[config.mk]
export PLATFORM = sky130hd
export DESIGN_NAME = alu_out_stage
export DESIGN_NICKNAME = d
export VERILOG_FILES = /design/src/rtl/alu_out_stage.sv
export SDC_FILE = /design/constraint.sdc
export NUM_CORES = 1
export LEC_CHECK = 0
export CAP_MARGIN = 10
export CORE_ASPECT_RATIO = 0.5
export CORE_UTILIZATION = 38
export DETAILED_ROUTE_END_ITERATION = 8
export GPL_TIMING_DRIVEN = 0
export PLACE_DENSITY = 0.73
export SLEW_MARGIN = 20
export SYNTH_ARGS = -nofsm -noshare
export SYNTH_HDL_FRONTEND = slang
export SYNTH_SLANG_ARGS = --single-unit
[constraint.sdc]
create_clock -name clk -period 1.5 [get_ports clk]
set_input_delay 0.15 -clock clk [delete_from_list [all_inputs] [get_ports clk]]
set_output_delay 0.15 -clock clk [all_outputs]
set_load 0.02 [all_outputs]
[src/rtl/alu_out_stage.sv]
// ALU output stage: result select, flag derivation and a 2-entry skid buffer with valid/ready.
// Optional ALU_OVF_FLAG_EN: store the add/sub overflow per entry and drive out_ovf from it.
module alu_out_stage #(
  parameter int unsigned WIDTH = 32
) (
  input  logic             clk,
  input  logic             reset,
  input  logic [3:0]       aluOp,
  input  logic [WIDTH-1:0] logic_result,
  input  logic [WIDTH-1:0] arith_result,
  input  logic             arith_ovf,
  input  logic [WIDTH-1:0] shift_result,
  input  logic             in_valid,
  output logic             in_ready,
  output logic [WIDTH-1:0] out_result,
  output logic             out_zero,
  output logic             out_neg,
  output logic             out_ovf,
  output logic             out_valid,
  input  logic             out_ready
);

  typedef enum logic [1:0] {EMPTY, ONE, FULL} state_e;

`ifdef ALU_OVF_FLAG_EN
  localparam int unsigned EW = WIDTH + 1;
`else
  localparam int unsigned EW = WIDTH;
`endif

  state_e          state_q, state_d;
  logic            in_ready_q;
  logic [EW-1:0]   head_q, head_d;
  logic [EW-1:0]   skid_q, skid_d;
  logic [WIDTH-1:0] sel_res;
  logic [EW-1:0]   new_entry;
  logic            accept, pop;

  // Low opcode bits pick the operation inside a unit; only the group matters here.
  logic unused_aluop_lo;
  assign unused_aluop_lo = ^aluOp[1:0];

  always_comb begin
    sel_res = '0;
    unique case (aluOp[3:2])
      2'b00: sel_res = arith_result;
      2'b01: sel_res = logic_result;
      2'b10: sel_res = shift_result;
      2'b11: sel_res = {{(WIDTH-1){1'b0}}, arith_result[WIDTH-1] ^ arith_ovf};
    endcase
  end

`ifdef ALU_OVF_FLAG_EN
  assign new_entry = {(aluOp[3:2] == 2'b00) & arith_ovf, sel_res};
  assign out_ovf   = head_q[WIDTH];
`else
  assign new_entry = sel_res;
  assign out_ovf   = 1'b0;
`endif

  assign accept = in_valid & in_ready_q;
  assign pop    = (state_q != EMPTY) & out_ready;

  always_comb begin
    state_d = state_q;
    head_d  = head_q;
    skid_d  = skid_q;
    unique case (state_q)
      EMPTY: begin
        if (accept) begin
          state_d = ONE;
          head_d  = new_entry;
        end
      end
      ONE: begin
        if (accept && !pop) begin
          state_d = FULL;
          skid_d  = new_entry;
        end else if (accept && pop) begin
          head_d  = new_entry;
        end else if (pop) begin
          state_d = EMPTY;
        end
      end
      FULL: begin
        if (pop) begin
          state_d = ONE;
          head_d  = skid_q;
        end
      end
      default: state_d = EMPTY;
    endcase
  end

  // in_ready is a flop of the next state so it never depends combinationally on out_ready.
  always_ff @(posedge clk) begin
    if (reset) begin
      state_q    <= EMPTY;
      in_ready_q <= 1'b1;
      head_q     <= '0;
      skid_q     <= '0;
    end else begin
      state_q    <= state_d;
      in_ready_q <= (state_d != FULL);
      head_q     <= head_d;
      skid_q     <= skid_d;
    end
  end

  assign in_ready   = in_ready_q;
  assign out_valid  = (state_q != EMPTY);
  assign out_result = head_q[WIDTH-1:0];
  assign out_zero   = (head_q[WIDTH-1:0] == '0);
  assign out_neg    = head_q[WIDTH-1];

endmodule

==> impl_metrics.py <==
metrics = {
    "logic_synthesis": {
        "yosysTopAreaCell": "dfxtp_1",
        "ys_seq_elements": 67,
        "yosys-top-cells-area": "dfxtp_1, mux2i_1, a22o_1, a2bb2oi_1, nor2_1",
        "synthXorXnorAreaFrac": 0.002575,
        "synthMuxAreaShare": 0.1082,
        "ys_types": 33,
        "synth_compound_area_frac": 0.3153,
        "synthArstFlopShare": 0,
        "synth-edff-count": 0,
        "netlist_instances": 359,
        "synth_top_family_by_area": "compound AO/OA/AOI/OAI gates",
        "yosys.area_share.simple": 0.1126,
        "synthAdderAreaFrac": 0,
        "synth_top_flop_cell": "dfxtp_1",
        "seq_area_frac_synth": 0.3944,
        "synth_top_area_frac": 0.3944,
        "syn_area_sq_mm": 0.003401,
        "yosysWarnings": 0,
        "synth_nets": 464,
        "synth.avg_cell_area_sq_um": 9.473,
    },
    "run_status": {
        "status": "finished with violations",
        "violations": "negative setup slack",
    },
    "cells_and_area": {
        "multi_input_area_sq_mm": 0.001933,
        "finish.net_count": 611,
        "layout_commonest_cell": "clkdlybuf4s50_1",
        "layout_common_cells": "clkdlybuf4s50_1, nor2_1, dfxtp_1, mux2i_1, a22o_1",
        "syn2layout_area_growth_pct": 58.50,
        "antennaDiodeCount": 0,
        "fillers": 673,
        "drive_gt1_frac": 0.1784,
        "final_area_sq_mm": 0.005390,
        "regArea_sq_mm": 0.001351,
    },
    "clock_tree": {
        "clk_pin_slew_ns": 0.05,
        "clockRootBuffer": "clkbuf_16",
        "clk_path_buf_depth": 2,
        "cts_tree": "built",
        "numCtsBuffers": 9,
        "cts.sinks": 67,
        "htreeDepth": 3,
        "clk_latency_ns": 0.33,
    },
    "drt": {
        "postRouteAntennaNets": 0,
        "drc": 0,
        "routedWlPerCell_microns": 16.44,
        "drtPass1Iterations": 4,
        "viasPerCell": 5.338,
        "drt_iter0_markers": 217,
        "wl_microns": 10220,
        "num_vias": 3320,
    },
    "sta": {
        "drv_slew": 0,
        "rsz0062_at_grt": "true",
        "worst_slack_ns": -0.1734,
        "worst_slew_pin_slew_ns": 0.7537,
        "hold_viol": 0,
        "min_period_ns": 1.673,
        "clock_skew_ns": 0.004571,
        "setup_violations": 1,
        "post-route-period-util": 1.116,
        "max_freq_ghz": 0.5976,
        "holdWs_ns": 0.2527,
        "slew_headroom": 0.4975,
    },
    "power_and_ir_drop": {
        "clockPowerShare": 0.397,
        "seqPwrFrac": 0.376,
        "p_comb_frac": 0.227,
        "switching_share": 0.2558,
        "p_per_area_mw_per_mm2": 977.3,
        "power.internal_uw": 3920,
        "switchingPower_uw": 1347,
        "ir_drop_mv": 0.6427,
        "leakage_uw": 0.002461,
    },
    "die": {
        "die_x_microns": 135.8,
        "row_count": 23,
        "die_area_sq_mm": 0.009355,
        "io_pins": 142,
        "core_sq_mm": 0.008346,
        "start_util": 0.4075,
        "dieHeight_microns": 68.90,
    },
    "setup_path": {
        "critPathSlowestCell": "dfxtp_2",
        "worstSetupStartpointType": "flip-flop",
        "cp.required_ns": 1.35,
        "critPathArrivalTime_ns": 1.52,
        "critical_path.cell_chain": "nor4_4, nand4_1, nor2_1, buf_4",
        "worstPathMaxFanout": 3,
        "cpPeakStageDelay_ns": 0.33,
        "endpoint_kind": "primary output",
        "crit_type": "flip-flop to primary output",
    },
    "min_path": {
        "hold_path_class": "primary input to flip-flop",
    },
    "grt": {
        "grt_max_degree": 11,
        "grt_pass1_wl_microns": 15380,
        "gr-total-overflow": 0,
        "grtUsageTotal": 0.2197,
        "grt_pass1_vias": 3153,
        "antenna_found_initial": 0,
    },
    "placed_design": {
        "io_buffers": 135,
        "dp_hpwl_microns": 7423,
        "routabilityCongestion": 0.7397,
        "placed_area_sq_mm": 0.004893,
    },
    "job": {
        "cap_violations": 0,
    },
}
[layer usage]
metal	up-vias	GRT usage	wire length (microns)
met5	-	0	0
met4	0	0.06601	87
met3	9	0.05775	787
met2	119	0.3744	4804
met1	1556	0.2765	4544
li1	1636	-	-
[cell families (layout without fill, tap and decap cells)]
| group | count (synthesis) | count (layout) |
|---|---|---|
| compound gates | 129 | 129 |
| mux | 35 | 35 |
| other cells | 1 | 1 |
| buf+inv | 40 | 191 |
| xor+xnor | 1 | 1 |
| simple gates | 86 | 86 |
| flops | 67 | 67 |
[state kept, by name (all words and copies together) (netlist names)]
signal	cells
out_result	32
skid_q	32
in_ready	1
state_q	2
[critical path, delay by kind of cell, from the launching register on]
kind                   cells  cell delay (ns)
AND/OR/NAND/NOR            3             0.70
buffers and inverters      1             0.16
flip-flops                 1             0.33
[power by group through the flow]
stage	combinational, uW	sequential, uW	clock [uW]
4_1_cts	1170	1980	2130
5_1_grt	1280	2000	2190
3_5_place_dp	1160	2000	0
3_3_place_gp	1150	2000	0
2_1_floorplan	552	2070	0
6_report	1200	1980	2090
[synthesized netlist by cell type (all sizes together) (2+ instances only)]
cell type and n:
a21oi 31, nand4 2, nand2 2, nor4 8, dfxtp 67, nor2 66
clkbuf 13, buf 26, mux2i 33, a22o 32, a2bb2oi 31, a211oi 31
nor2b 3
[per-stage QoR]
stage          cells  utilization  setup WS [ns]  setup TNS (ns)  total power, uW
6_report         622       0.6459        -0.1734         -0.1734             5268
3_3_place_gp     606       0.5864        -0.4404          -17.84             3151
5_1_grt          622       0.6459        -0.2381         -0.3264             5467
2_1_floorplan    359            -        0.09015               0             2619
4_1_cts          622       0.6279        -0.2098         -0.2098             5282
3_5_place_dp     606       0.5864        -0.4332          -19.10             3167
[final timing paths]
check             depth (start not counted)   endpoint           start  slack (ns)
hold / removal                            2   in_ready       out_ready        0.25
hold reg to reg                           2  skid_q[2]       skid_q[2]        0.50
setup reg to reg                          6  skid_q[0]      state_q[0]        0.05
setup / recovery                          4   out_zero  out_result[11]       -0.17
[layout make-up]
type,instances,share of cell area
buffer,38,0.05246
clock buffer,13,0.04828
clock inverter,2,0.006500
inverter,1,0.0006964
multi-input combinational,252,0.3586
sequential,67,0.2507
tap,112,0.02600
timing repair buffer,137,0.2567
[timing repair]
action	4_1_cts	5_1_grt
hold buffers	0	0
pin swaps	5	4
gates resized for setup	39	58
setup endpoints to repair	67	79
setup buffers	1	1
Note: power is estimated with default switching activity, not from simulation.
